[config.mk]
export PLATFORM = sky130hd
export DESIGN_NAME = countdown_timer_flat
export DESIGN_NICKNAME = d
export VERILOG_FILES = /design/src/rtl/timer_pkg.sv /design/src/rtl/countdown_timer_if.sv /design/src/rtl/down_digit.sv /design/src/rtl/countdown_timer.sv /design/src/flat_wrapper.sv
export SDC_FILE = /design/constraint.sdc
export NUM_CORES = 1
export LEC_CHECK = 0
export ABC_AREA = 1
export BUFFER_PORTS_ARGS = -buffer_cell sky130_fd_sc_hd__buf_2
export CAP_MARGIN = 5
export CELL_PAD_IN_SITES_DETAIL_PLACEMENT = 1
export CELL_PAD_IN_SITES_GLOBAL_PLACEMENT = 1
export CORE_ASPECT_RATIO = 1.25
export CORE_MARGIN = 2
export CORE_UTILIZATION = 30
export DETAILED_ROUTE_END_ITERATION = 8
export GPL_TIMING_DRIVEN = 0
export PLACE_DENSITY = 0.79
export RECOVER_POWER = 50
export SYNTH_ARGS = -nofsm -noshare
export SYNTH_HDL_FRONTEND = slang
export SYNTH_SLANG_ARGS = --single-unit
export TNS_END_PERCENT = 5
[constraint.sdc]
create_clock -name clk -period 3.8 [get_ports clk]
set_input_delay 0 -clock clk [delete_from_list [all_inputs] [get_ports clk]]
set_output_delay 0 -clock clk [all_outputs]
set_load 0.05 [all_outputs]
[src/rtl/timer_pkg.sv]
// timer_pkg: shared state encodings and default count limits for the countdown timer
package timer_pkg;
  localparam int MAX_MIN_DEF = 99;
  localparam int MAX_SEC_DEF = 59;
  typedef enum logic [1:0] {IDLE = 2'd0, RUN = 2'd1, PAUSE = 2'd2, DONE = 2'd3} state_t;
endpackage

[src/rtl/countdown_timer_if.sv]
// countdown_timer_if: control, preset and status bundle of the countdown timer
interface countdown_timer_if;
  logic       tick;
  logic       start;
  logic       stop;
  logic       load;
  logic       clear;
  logic [7:0] preset_min;
  logic [7:0] preset_sec;
  logic [7:0] minutes;
  logic [7:0] seconds;
  logic [1:0] state;
  logic       expired;
  modport master (output tick, start, stop, load, clear, preset_min, preset_sec,
                  input minutes, seconds, state, expired);
  modport slave  (input tick, start, stop, load, clear, preset_min, preset_sec,
                  output minutes, seconds, state, expired);
endinterface

[src/rtl/down_digit.sv]
// down_digit: loadable modulo-(MAX+1) down-counter with clamped load, borrow chain and zero flag
module down_digit #(
  parameter int MAX = 59
) (
  input  logic       clk,
  input  logic       rst_n,
  input  logic       clr,
  input  logic       ld,
  input  logic [7:0] ld_val,
  input  logic       borrow_in,
  output logic [7:0] q,
  output logic       borrow_out,
  output logic       zero
);
  assign zero       = q == 8'd0;
  assign borrow_out = borrow_in && zero;
  always_ff @(posedge clk or negedge rst_n)
    if (!rst_n) q <= '0;
    else if (clr) q <= '0;
    else if (ld) q <= ld_val > 8'(MAX) ? 8'(MAX) : ld_val;
    else if (borrow_in) q <= zero ? 8'(MAX) : q - 8'd1;
endmodule

[src/rtl/countdown_timer.sv]
// countdown_timer: mm:ss countdown with load/start/stop/clear control and one-cycle expiry pulse
module countdown_timer
  import timer_pkg::*;
#(
  parameter int MAX_MIN = MAX_MIN_DEF,
  parameter int MAX_SEC = MAX_SEC_DEF
) (
  input logic              clk,
  input logic              rst_n,
  countdown_timer_if.slave bus
);
  state_t     state_q, state_d;
  logic [7:0] sec_q, min_q;
  logic       dec, load_ok, hit, sec_bo, min_bo, sec_zero, min_zero, cnt_zero, expired_q;
  // load is locked out while running; an accepted stop swallows a coincident tick
  assign load_ok  = bus.load && state_q != RUN && !bus.clear;
  assign dec      = state_q == RUN && bus.tick && !bus.clear && !bus.stop;
  assign cnt_zero = sec_zero && min_zero;
  assign hit      = dec && min_zero && sec_q == 8'd1;
  down_digit #(.MAX(MAX_SEC)) u_sec (
    .clk, .rst_n, .clr(bus.clear), .ld(load_ok), .ld_val(bus.preset_sec),
    .borrow_in(dec), .q(sec_q), .borrow_out(sec_bo), .zero(sec_zero)
  );
  down_digit #(.MAX(MAX_MIN)) u_min (
    .clk, .rst_n, .clr(bus.clear), .ld(load_ok), .ld_val(bus.preset_min),
    .borrow_in(sec_bo), .q(min_q), .borrow_out(min_bo), .zero(min_zero)
  );
  always_comb
    state_d = (bus.clear || load_ok)                                        ? IDLE  :
              (bus.stop && state_q == RUN)                                  ? PAUSE :
              (bus.start && (state_q == IDLE || state_q == PAUSE) && !cnt_zero) ? RUN :
              (hit || min_bo)                                               ? DONE  : state_q;
  always_ff @(posedge clk or negedge rst_n)
    if (!rst_n) begin
      state_q   <= IDLE;
      expired_q <= 1'b0;
    end else begin
      state_q   <= state_d;
      expired_q <= hit;
    end
  assign bus.minutes = min_q;
  assign bus.seconds = sec_q;
  assign bus.state   = state_q;
  assign bus.expired = expired_q;
endmodule

[src/flat_wrapper.sv]
// flat-port wrapper written by rule: the top's interface ports become plain ports
module countdown_timer_flat import timer_pkg::*;
#(
  parameter int MAX_MIN = MAX_MIN_DEF,
  parameter int MAX_SEC = MAX_SEC_DEF
)
  (clk, rst_n, bus_tick, bus_start, bus_stop, bus_load, bus_clear, bus_preset_min, bus_preset_sec, bus_minutes, bus_seconds, bus_state, bus_expired);
  countdown_timer_if bus_i ();
  input logic clk;
  input logic rst_n;
  input wire logic [$bits(bus_i.tick)-1:0] bus_tick;
  input wire logic [$bits(bus_i.start)-1:0] bus_start;
  input wire logic [$bits(bus_i.stop)-1:0] bus_stop;
  input wire logic [$bits(bus_i.load)-1:0] bus_load;
  input wire logic [$bits(bus_i.clear)-1:0] bus_clear;
  input wire logic [$bits(bus_i.preset_min)-1:0] bus_preset_min;
  input wire logic [$bits(bus_i.preset_sec)-1:0] bus_preset_sec;
  output wire logic [$bits(bus_i.minutes)-1:0] bus_minutes;
  output wire logic [$bits(bus_i.seconds)-1:0] bus_seconds;
  output wire logic [$bits(bus_i.state)-1:0] bus_state;
  output wire logic [$bits(bus_i.expired)-1:0] bus_expired;
  assign bus_i.tick = bus_tick;
  assign bus_i.start = bus_start;
  assign bus_i.stop = bus_stop;
  assign bus_i.load = bus_load;
  assign bus_i.clear = bus_clear;
  assign bus_i.preset_min = bus_preset_min;
  assign bus_i.preset_sec = bus_preset_sec;
  assign bus_minutes = bus_i.minutes;
  assign bus_seconds = bus_i.seconds;
  assign bus_state = bus_i.state;
  assign bus_expired = bus_i.expired;
  countdown_timer #(.MAX_MIN(MAX_MIN), .MAX_SEC(MAX_SEC)) u_core (.clk(clk), .rst_n(rst_n), .bus(bus_i));
endmodule
==> results of run 1 <==
==> worst paths after layout <==
| kind | from | to | slack, ns | depth (start not counted) |
|---|---|---|---|---|
| setup / recovery | u_core.u_sec.q[0] | u_core.u_sec.q[0] | 2.29 | 8 |
| hold / removal | bus_stop | u_core.bus.state[0] | 0.05 | 4 |
| setup reg to reg | u_core.u_sec.q[0] | u_core.u_sec.q[0] | 2.29 | 8 |
| hold reg to reg | u_core.u_min.q[7] | u_core.u_min.q[7] | 0.55 | 2 |
| max in group asynchronous | rst_n | u_core.u_min.q[0] | 2.54 | 2 |
| min in group asynchronous | rst_n | u_core.bus.state[0] | 0.54 | 2 |
==> stage by stage <==
| step | utilization, % | hold WS [ns] | cells |
|---|---|---|---|
| 3_5_place_dp | 37.2 | -0.00563 | 334 |
| 2_1_floorplan | - | -0.296 | 233 |
| 4_1_cts | 38.6 | 0.0505 | 340 |
| 5_1_grt | 38.3 | 0.0728 | 340 |
| 6_report | 38.3 | 0.0460 | 340 |
| 3_3_place_gp | 37.2 | -0.00807 | 334 |
==> area by class of cell <==
class | instances | area share [%]
Inverter | 29 | 5.92
Buffer | 1 | 0.272
Multi-Input combinational cell | 184 | 49.8
Tap cell | 60 | 4.08
Timing Repair Buffer | 43 | 11.6
Sequential cell | 19 | 25.9
Clock buffer | 4 | 2.45
==> metal layers <==
metal  wire [um]  share of wire [%]  GRT usage [%]
met1        2070                 47           25.0
met2        2170                 49           28.8
met3          98                2.2           1.22
met4          87                2.0           6.68
met5           0                  0              0
==> report_power, final <==
group	internal (mW)	leakage [nW]	switching (mW)
sequential	0.237	0.252	0.0534
clock	0.0749	0.0228	0.0815
combinational	0.156	0.747	0.370
==> critical path, delay by kind of cell, from the launching register on <==
kind / cells / cell delay [ns]
AO/OA/AOI/OAI: 1 / 0.08
adder cells (fa/ha/maj): 1 / 0.23
buffers and inverters: 1 / 0.13
flip-flops: 1 / 0.41
AND/OR/NAND/NOR: 5 / 0.54
==> logic make-up after synthesis <==
logic type,after synthesis,share of synthesized area (%)
AND/OR/NAND/NOR,164,50.8
buffers and inverters,30,7.56
flip-flops,19,31.6
AO/OA/AOI/OAI,12,4.16
adder cells (fa/ha/maj),5,4.16
XOR/XNOR,3,1.75
==> state kept, by name (all words and copies together) (netlist names) <==
name and cells:
u_core.u_sec.q 8, u_core.bus.state 2, u_core.u_min.q 8, u_core.bus.expired 1
==> synthesized netlist by cell type (all sizes together) <==
cell	instances	area [sq um]
a21oi	4	20.0
buf	1	5.00
dfrtp	19	475
ha	5	62.6
inv	29	109
nand2	84	350
nand3	30	160
nand3b	1	7.51
nand4	4	25.0
nor2	41	199
nor3	2	10.0
o21ai	7	35.0
o21bai	1	7.51
or2	2	12.5
xnor2	2	17.5
xor2	1	8.76
==> timing repair <==
item / CTS / global route
endpoints found under the setup margin: 0 / 0
endpoints found under the hold margin: 20 / 0
hold buffers: 2 / 0
setup buffers: 0 / 0
==> results.py, run 1 <==
metrics = {
    "cts": {
        "cts_resized": 0,
        "clock_latency_ns": 0.27,
        "cts_max_level": 1,
        "clk_pin_slew_worst_paths_ns": 0.09,
        "cts_sinks": 19,
        "cts.path.max_buffers": 2,
        "cts_tree": "yes",
        "clock-root-buffer": "clkbuf_8",
        "cts_made_buffers": 3,
    },
    "final_layout": {
        "antenna_cells": 0,
        "nFillCells": 639,
        "final_common_cell": "nand2_1",
        "fin_nets": 309,
        "regArea_sq_um": 475,
        "multi_input_area_sq_um": 916,
        "fin_area_sq_um": 1840,
        "mostFrequentLayoutCells": "nand2_1, nor2_1, buf_2, nand3_1, inv_1",
        "syn2layout_area_growth_pct": 22.1,
        "final_layout_size_suffix_gt1_share_pct": 21.1,
    },
    "timing": {
        "setup_violations": 0,
        "max_freq_mhz": 664,
        "skew_ns": 0.00911,
        "tns_ns": 0,
        "worst_pin_slew_ns": 1.20,
        "period_minus_slack_ns": 1.51,
        "slew_headroom_pct": 20.1,
        "hold_violations": 0,
        "rsz0062_at_grt": "false",
        "fin_ws_ns": 2.29,
        "post-route-period-util_pct": 39.6,
        "slew_violations": 0,
    },
    "floorplanning": {
        "rows": 28,
        "core_sq_um": 4800,
        "die-area_sq_um": 5600,
        "initial_core_util_pct": 31.4,
        "die_y_um": 83.2,
        "io_pins": 42,
        "die_x_um": 67.4,
    },
    "placed_design": {
        "gp_congestion": 0.769,
        "dp_hpwl_um": 3400,
        "postPlaceCellArea_sq_um": 1790,
        "place.port_buffers": 41,
        "dpl_worst_slack_ns": 2.29,
    },
    "routing": {
        "ant_nets": 0,
        "avgRoutedWirePerCell_um": 13.0,
        "routed_wl_um": 4420,
        "vias_per_cell": 4.80,
        "drc": 0,
        "firstDrtPassIters": 4,
        "via_count": 1631,
        "drtIter0Drc": 26,
    },
    "grt": {
        "antenna_found_initial": 0,
        "grt_pass1_wl_um": 7980,
        "grt_max_degree": 20,
        "overflow": 0,
        "grt.total_usage_pct": 18.0,
        "grt_pass1_vias": 1691,
    },
    "logic_synthesis": {
        "syn_avg_cell_area_sq_um": 6.46,
        "synth_seq_area_share_pct": 31.6,
        "netlist-cell-type-count": 23,
        "syn_inst": 233,
        "synth_nets": 261,
        "ys_warn_count": 0,
        "synth-seq-cells": 19,
        "syn_area_sq_um": 1510,
    },
    "worst_setup_path": {
        "worstPathRequired_ns": 3.95,
        "critical_path.max_fanout": 6,
        "start_kind": "register",
        "cp_slowest_cell": "dfrtp_1",
        "critPathKind": "register to register",
        "crit_path_cell_trace": "inv_1 -> ha_1 -> nand2_2 -> nor2_4 -> nor2_1 -> nand2_1 -> nand3_1 -> o21ai_0",
        "crit_arrival_ns": 1.66,
        "critPathMaxStageDelay_ns": 0.41,
        "end_kind": "register",
    },
    "outcome": {
        "status": "completed",
    },
    "min_path": {
        "hold_class": "primary input to register",
    },
    "power": {
        "ir_worst_vdd_mv": 0.161,
        "finalPower_mw": 0.972,
        "leakage_nw": 1.02,
        "pwr_density_cell_nw_per_um2": 529,
    },
    "job": {
        "max-cap-violations": 0,
    },
}
(Power assumes the default switching activity.)
==> inputs of run 2 (changes only) <==
--- a/config.mk
+++ b/config.mk
@@ -5,7 +5,7 @@
 export SDC_FILE = /design/constraint.sdc
 export NUM_CORES = 1
 export LEC_CHECK = 0
-export ABC_AREA = 1
+export ABC_AREA = 0
 export BUFFER_PORTS_ARGS = -buffer_cell sky130_fd_sc_hd__buf_2
 export CAP_MARGIN = 5
 export CELL_PAD_IN_SITES_DETAIL_PLACEMENT = 1
@@ -15,7 +15,7 @@
 export CORE_UTILIZATION = 30
 export DETAILED_ROUTE_END_ITERATION = 8
 export GPL_TIMING_DRIVEN = 0
-export PLACE_DENSITY = 0.79
+export PLACE_DENSITY = 0.76
 export RECOVER_POWER = 50
 export SYNTH_ARGS = -nofsm -noshare
 export SYNTH_HDL_FRONTEND = slang
==> constraint.sdc (replaced) <==
create_clock -name clk -period 1.55 [get_ports clk]
set_input_delay 0 -clock clk [delete_from_list [all_inputs] [get_ports clk]]
set_output_delay 0 -clock clk [all_outputs]
set_load 0.05 [all_outputs]
==> run 2 against run 1 <==
Highest routed layer unchanged; critical endpoint is now u_core.u_min.q[7]; hold slack worse by 0.0036 ns; sequential power rose to 2.5 times the previous value; routed wire length up 9.4%; area after synthesis down 6.1%; first-iteration DRC count up 110%; utilization up 5.4 points; clock-buffer cell count unchanged; flip-flop and latch count unchanged; the run now ends with setup timing left; maximum frequency down 26%.
==> results.py, run 2 <==
metrics = {
    "outcome": {
        "status": "complete, but fails checks",
        "failed_checks": "setup timing",
    },
    "timing": {
        "slew_violations": 0,
        "worst_pin_slew_ns": 1.16,
        "whs_ns": 0.0425,
        "post-route-period-util_pct": 132,
        "rsz0062_at_grt": "true",
        "hold_violations": 0,
        "skew_ns": 0.00639,
        "period_minus_slack_ns": 2.04,
        "tns_ns": -6.11,
        "setup_violations": 19,
        "fin_ws_ns": -0.495,
        "slew_headroom_pct": 22.4,
        "max_freq_mhz": 489,
    },
    "final_layout": {
        "multi_input_area_sq_um": 977,
        "mostFrequentLayoutCells": "buf_2, nand2_1, nor2_1, dfrtp_1, a21oi_1",
        "antenna_cells": 0,
        "final_layout_size_suffix_gt1_share_pct": 38.2,
        "final_common_cell": "buf_2",
        "regArea_sq_um": 483,
        "fin_nets": 249,
        "nFillCells": 570,
        "syn2layout_area_growth_pct": 38.0,
    },
    "logic_synthesis": {
        "synth_edf_count": 0,
        "syn_avg_cell_area_sq_um": 8.57,
        "netlist-cell-type-count": 49,
        "netlist.area_leader.share_pct": 33.6,
        "synth-seq-cells": 19,
        "ys_top_cells_by_count": "dfrtp_1, nand2_1, nor2_1",
        "syn_area_sq_um": 1410,
        "synth_nets": 193,
        "synth_top_cell_by_area": "dfrtp_1",
        "synth_seq_area_share_pct": 33.6,
        "synthTopCellsByArea": "dfrtp_1, nand2_1, ha_1",
        "synthArstFlopShare_pct": 100,
        "syn_inst": 165,
        "synth_ff_type": "dfrtp_1",
        "synthMostInstantiatedCell": "dfrtp_1",
        "ys_warn_count": 0,
    },
    "placed_design": {
        "dp_hpwl_um": 3400,
        "gp_congestion": 0.816,
        "place.port_buffers": 40,
    },
    "floorplanning": {
        "die-area_sq_um": 5280,
        "die_x_um": 65.4,
        "io_pins": 42,
        "initial_core_util_pct": 31.7,
        "die_y_um": 80.8,
        "core_sq_um": 4460,
        "rows": 27,
    },
    "cts": {
        "cts_tree": "yes",
        "clock_latency_ns": 0.26,
        "cts_made_buffers": 3,
        "cts.path.max_buffers": 2,
        "cts_max_level": 1,
        "clock-root-buffer": "clkbuf_8",
        "clk_pin_slew_worst_paths_ns": 0.08,
        "cts_sinks": 19,
    },
    "routing": {
        "drtIter0Drc": 54,
        "avgRoutedWirePerCell_um": 17.4,
        "drc": 0,
        "ant_nets": 0,
        "firstDrtPassIters": 4,
        "vias_per_cell": 5.60,
        "via_count": 1558,
        "routed_wl_um": 4840,
    },
    "job": {
        "max-cap-violations": 0,
    },
    "min_path": {
        "hold_class": "primary input to register",
    },
    "worst_setup_path": {
        "critPathKind": "register to register",
        "end_kind": "register",
        "start_kind": "register",
        "cp_slowest_cell": "or4_4",
        "critical_path.max_fanout": 4,
        "crit_buf_inv": 0,
        "critPathTopFamily": "simple AND/OR/NAND/NOR gates",
        "critPathMaxStageDelay_ns": 0.56,
        "crit_path_cell_trace": "or4_4 -> or3_4 -> a2111oi_4 -> xnor2_1 -> nor2_1",
        "crit_arrival_ns": 2.20,
        "worstPathRequired_ns": 1.70,
    },
    "grt": {
        "antenna_found_initial": 0,
        "grt.total_usage_pct": 19.2,
        "grt_max_degree": 20,
        "grt_pass1_vias": 1611,
        "overflow": 0,
        "grt_pass1_wl_um": 7830,
    },
    "power": {
        "pwr_density_cell_nw_per_um2": 1280,
        "leakage_nw": 0.868,
        "ir_worst_vdd_mv": 0.475,
    },
}
==> run 2: metrics by stage <==
step / setup slack (ns) / power, mW / cells / util [%] / instance area, sq um
CTS: -0.557 / 2.42 / 276 / 42.7 / 1900
floorplan: -0.613 / 1.60 / 165 / - / 1420
global placement: -0.727 / 1.89 / 263 / 38.0 / 1700
global route: -0.565 / 2.64 / 278 / 43.7 / 1950
detailed placement: -0.738 / 1.92 / 263 / 38.0 / 1700
finish: -0.495 / 2.50 / 278 / 43.7 / 1950
==> run 2: routing by layer <==
metal  part of all wire [%]  GRT usage [%]
met5                      0              0
met4                    1.3           6.25
met3                    3.1           1.94
met2                     53           36.5
met1                     43           22.2
==> run 2: final cells by class <==
cell class | count | share of cell area (%)
sequential | 19 | 24.8
inverter | 9 | 1.73
tap | 58 | 3.72
clock buffer | 4 | 2.31
timing repair buffer | 52 | 15.4
multi-input combinational | 133 | 50.1
buffer | 3 | 1.99
==> run 2: cell families (layout without fill, tap and decap cells) <==
kind of cell	Yosys count	count (layout)	share of synthesized area, %
AO/OA/AOI/OAI	58	58	29.5
XOR/XNOR	4	4	2.48
adder cells (fa/ha/maj)	5	5	4.42
buffers and inverters	13	68	4.60
flip-flops	19	19	33.6
multiplexers	1	1	0.708
AND/OR/NAND/NOR	65	65	24.7
==> run 2: worst reg2reg max path, cell delays in order (launching register included) <==
cell,delay (ns)
dfrtp_2,0.44
or4_4,0.56
or3_4,0.39
a2111oi_4,0.32
xnor2_1,0.16
nor2_1,0.06
==> run 2: path summary, 6_finish.rpt <==
| check | startpoint | end | slack (ns) | cells past startpoint |
|---|---|---|---|---|
| max in group asynchronous | rst_n | u_core.u_sec.q[0] | 0.27 | 2 |
| min | bus_preset_min[3] | u_core.u_min.q[3] | 0.04 | 3 |
| min in group asynchronous | rst_n | u_core.u_sec.q[1] | 0.50 | 2 |
| min reg2reg | u_core.u_sec.q[4] | u_core.u_sec.q[4] | 0.56 | 1 |
| max | u_core.u_sec.q[3] | u_core.u_min.q[7] | -0.49 | 5 |
| max reg2reg | u_core.u_sec.q[3] | u_core.u_min.q[7] | -0.49 | 5 |
==> run 2: where the power goes <==
group	internal (mW)	total (mW)	switching [mW]
registers	0.588	0.730	0.142
clock network	0.183	0.375	0.191
logic	0.490	1.39	0.903
==> run 2: what timing repair did <==
item                       CTS  global route
hold buffers                 3             0
buffers inserted             7             2
setup endpoints to repair   19            19
pin swaps                    9             3
hold endpoints to repair    21             0
gates resized for setup     21             8
==> inputs of run 3 (changes only) <==
--- a/config.mk
+++ b/config.mk
@@ -15,9 +15,10 @@
 export CORE_UTILIZATION = 30
 export DETAILED_ROUTE_END_ITERATION = 8
 export GPL_TIMING_DRIVEN = 0
-export PLACE_DENSITY = 0.76
+export PLACE_DENSITY = 0.75
 export RECOVER_POWER = 50
 export SYNTH_ARGS = -nofsm -noshare
 export SYNTH_HDL_FRONTEND = slang
+export SYNTH_HIERARCHICAL = 1
 export SYNTH_SLANG_ARGS = --single-unit
 export TNS_END_PERCENT = 5
==> run 3 against run 2 <==
The run still ends with setup timing left; area after synthesis up 1.2%; clock power down 7.7%; critical path depth up 3; combinational power down 52%; clock skew down 0.0052 ns; synthesized cell count down 1.2%; global-route usage down 2.0 points; routed wire length down 6.2%; critical path type unchanged; highest routed layer unchanged.
==> results.py, run 3 <==
metrics = {
    "grt": {
        "grt_max_degree": 20,
        "grt_pass1_vias": 1582,
        "overflow": 0,
        "antenna_found_initial": 0,
        "grt.total_usage_pct": 17.1,
        "grt_pass1_wl_um": 7190,
    },
    "routing": {
        "ant_nets": 0,
        "vias_per_cell": 5.38,
        "avgRoutedWirePerCell_um": 15.8,
        "via_count": 1548,
        "drtIter0Drc": 87,
        "firstDrtPassIters": 4,
        "routed_wl_um": 4540,
        "drc": 0,
    },
    "floorplanning": {
        "die_x_um": 65.8,
        "io_pins": 42,
        "rows": 28,
        "die_y_um": 81.2,
        "core_sq_um": 4660,
        "die-area_sq_um": 5340,
        "initial_core_util_pct": 30.7,
    },
    "timing": {
        "fin_ws_ns": -0.288,
        "tns_ns": -2.74,
        "whs_ns": 0.0178,
        "slew_violations": 0,
        "skew_ns": 0.00115,
        "post-route-period-util_pct": 119,
        "max_freq_mhz": 544,
        "hold_violations": 0,
        "period_minus_slack_ns": 1.84,
        "rsz0062_at_grt": "true",
        "setup_violations": 17,
        "slew_headroom_pct": 27.1,
        "worst_pin_slew_ns": 1.09,
    },
    "logic_synthesis": {
        "synth_mux_area_share_pct": 2.89,
        "synthArstFlopShare_pct": 100,
        "synth_ff_type": "dfrtp_1",
        "synth_top_family_by_area": "simple AND/OR/NAND/NOR gates",
        "post_synth_fa_ha_maj_area_fraction_pct": 2.62,
        "synth_edf_count": 0,
        "syn_avg_cell_area_sq_um": 8.77,
        "synth_xor_area_share_pct": 0,
        "syn_area_sq_um": 1430,
        "synth-seq-cells": 19,
        "ys_top_cells_by_count": "dfrtp_1, a21oi_1, nor2_1",
        "netlist.area_leader.share_pct": 33.2,
        "netlist-cell-type-count": 49,
        "synth_nets": 189,
        "yosys.area_share.simple_pct": 33.9,
        "synth_top_cell_by_area": "dfrtp_1",
        "synthTopCellsByArea": "dfrtp_1, a21oi_1, nor3b_1",
        "synthMostInstantiatedCell": "dfrtp_1",
        "syn_inst": 163,
        "ys_warn_count": 6,
        "synth_seq_area_share_pct": 33.2,
        "synth_compound_area_share_pct": 22.1,
    },
    "cts": {
        "cts_sinks": 19,
        "cts_tree": "yes",
        "clock_latency_ns": 0.25,
        "clock-root-buffer": "clkbuf_8",
        "cts_max_level": 1,
        "cts_made_buffers": 3,
        "cts.path.max_buffers": 2,
        "clk_pin_slew_worst_paths_ns": 0.07,
    },
    "placed_design": {
        "gp_congestion": 0.748,
        "place.port_buffers": 41,
        "dpl_worst_slack_ns": -0.536,
        "postPlaceCellArea_sq_um": 1760,
        "dp_hpwl_um": 3260,
        "dp_cells": 264,
    },
    "worst_setup_path": {
        "worstPathRequired_ns": 1.67,
        "critical_path.max_fanout": 4,
        "start_kind": "register",
        "critPathKind": "register to register",
        "crit_arrival_ns": 1.96,
        "end_kind": "register",
    },
    "power": {
        "finalPower_mw": 1.59,
        "leakage_nw": 0.981,
        "ir_worst_vdd_mv": 0.312,
        "pwr_density_cell_nw_per_um2": 758,
    },
    "final_layout": {
        "antenna_cells": 0,
        "final_layout_size_suffix_gt1_share_pct": 47.8,
        "fin_util_pct": 45.0,
        "stdcell_count": 288,
        "fin_nets": 255,
        "syn2layout_area_growth_pct": 46.5,
        "fin_area_sq_um": 2100,
        "final_common_cell": "buf_2",
        "mostFrequentLayoutCells": "buf_2, buf_4, nor2_1, dfrtp_1, a21oi_1",
    },
    "min_path": {
        "hold_class": "primary input to register",
    },
    "outcome": {
        "status": "complete, but fails checks",
        "failed_checks": "setup timing",
    },
    "job": {
        "max-cap-violations": 0,
    },
}
run 3: cell types whose count changed in the layout (fill, tap and decap cells not counted), sizes merged, moves of 5 or more:
cell   before  now
buf        49   64
a31oi       7    2
nand2      17    9
nor3b       2    8
nor3        2   10
run 3: cell type report:
type	instances	area, sq um
Multi-Input combinational cell	127	1020
Tap cell	60	75.1
Sequential cell	19	485
Inverter	11	43.8
Clock buffer	4	45.0
Fill cell	574	2560
Timing Repair Buffer	61	364
Buffer	6	57.6
run 3: worst max-delay path, stage by stage, from the launching register on:
cell      delay (ns)
dfrtp_2         0.42
inv_2           0.08
ha_4            0.12
nor4b_4         0.26
buf_4           0.17
and2_4          0.16
a21boi_1        0.11
o31ai_1         0.25
a311oi_1        0.13
run 3: repair_timing:
item	4_1_cts	5_1_grt
setup buffers	11	8
gates resized for setup	18	19
endpoints found under the hold margin	19	0
pin swaps	9	12
gates cloned	0	0
hold buffers	1	0
setup endpoints to repair	19	19
run 3: path summary, 6_finish.rpt:
kind	startpoint	endpoint	slack (ns)	depth (start not counted)
setup / recovery	u_core/u_sec/q[0]	u_core/bus.state[1]	-0.29	8
hold / removal	bus_clear	u_core/bus.state[1]	0.02	2
setup reg to reg	u_core/u_sec/q[0]	u_core/bus.state[1]	-0.29	8
hold reg to reg	u_core/u_min/q[6]	u_core/u_min/q[6]	0.63	2
max in group asynchronous	rst_n	u_core/bus.state[1]	0.35	2
min in group asynchronous	rst_n	u_core/u_min/q[4]	0.47	2
run 3: cell families after synthesis:
logic type                 Yosys count
and+or+nand+nor                     74
DFF                                 19
adders and majority gates            3
buffers and inverters               17
muxes                                4
AOI/OAI and AO/OA                   46
run 3: routing by layer:
| metal | wire length [um] | global-route usage, % |
|---|---|---|
| met5 | 0 | 0 |
| met4 | 30 | 4.17 |
| met3 | 157 | 2.22 |
| met2 | 2530 | 34.3 |
| met1 | 1820 | 18.5 |
run 3: report_power, final:
group / leakage [nW] / total [mW] / switching (mW) / internal (mW)
clock network: 0.0228 / 0.346 / 0.164 / 0.182
logic: 0.713 / 0.665 / 0.386 / 0.279
registers: 0.246 / 0.579 / 0.0508 / 0.528
total: 0.981 / 1.59 / 0.600 / 0.989
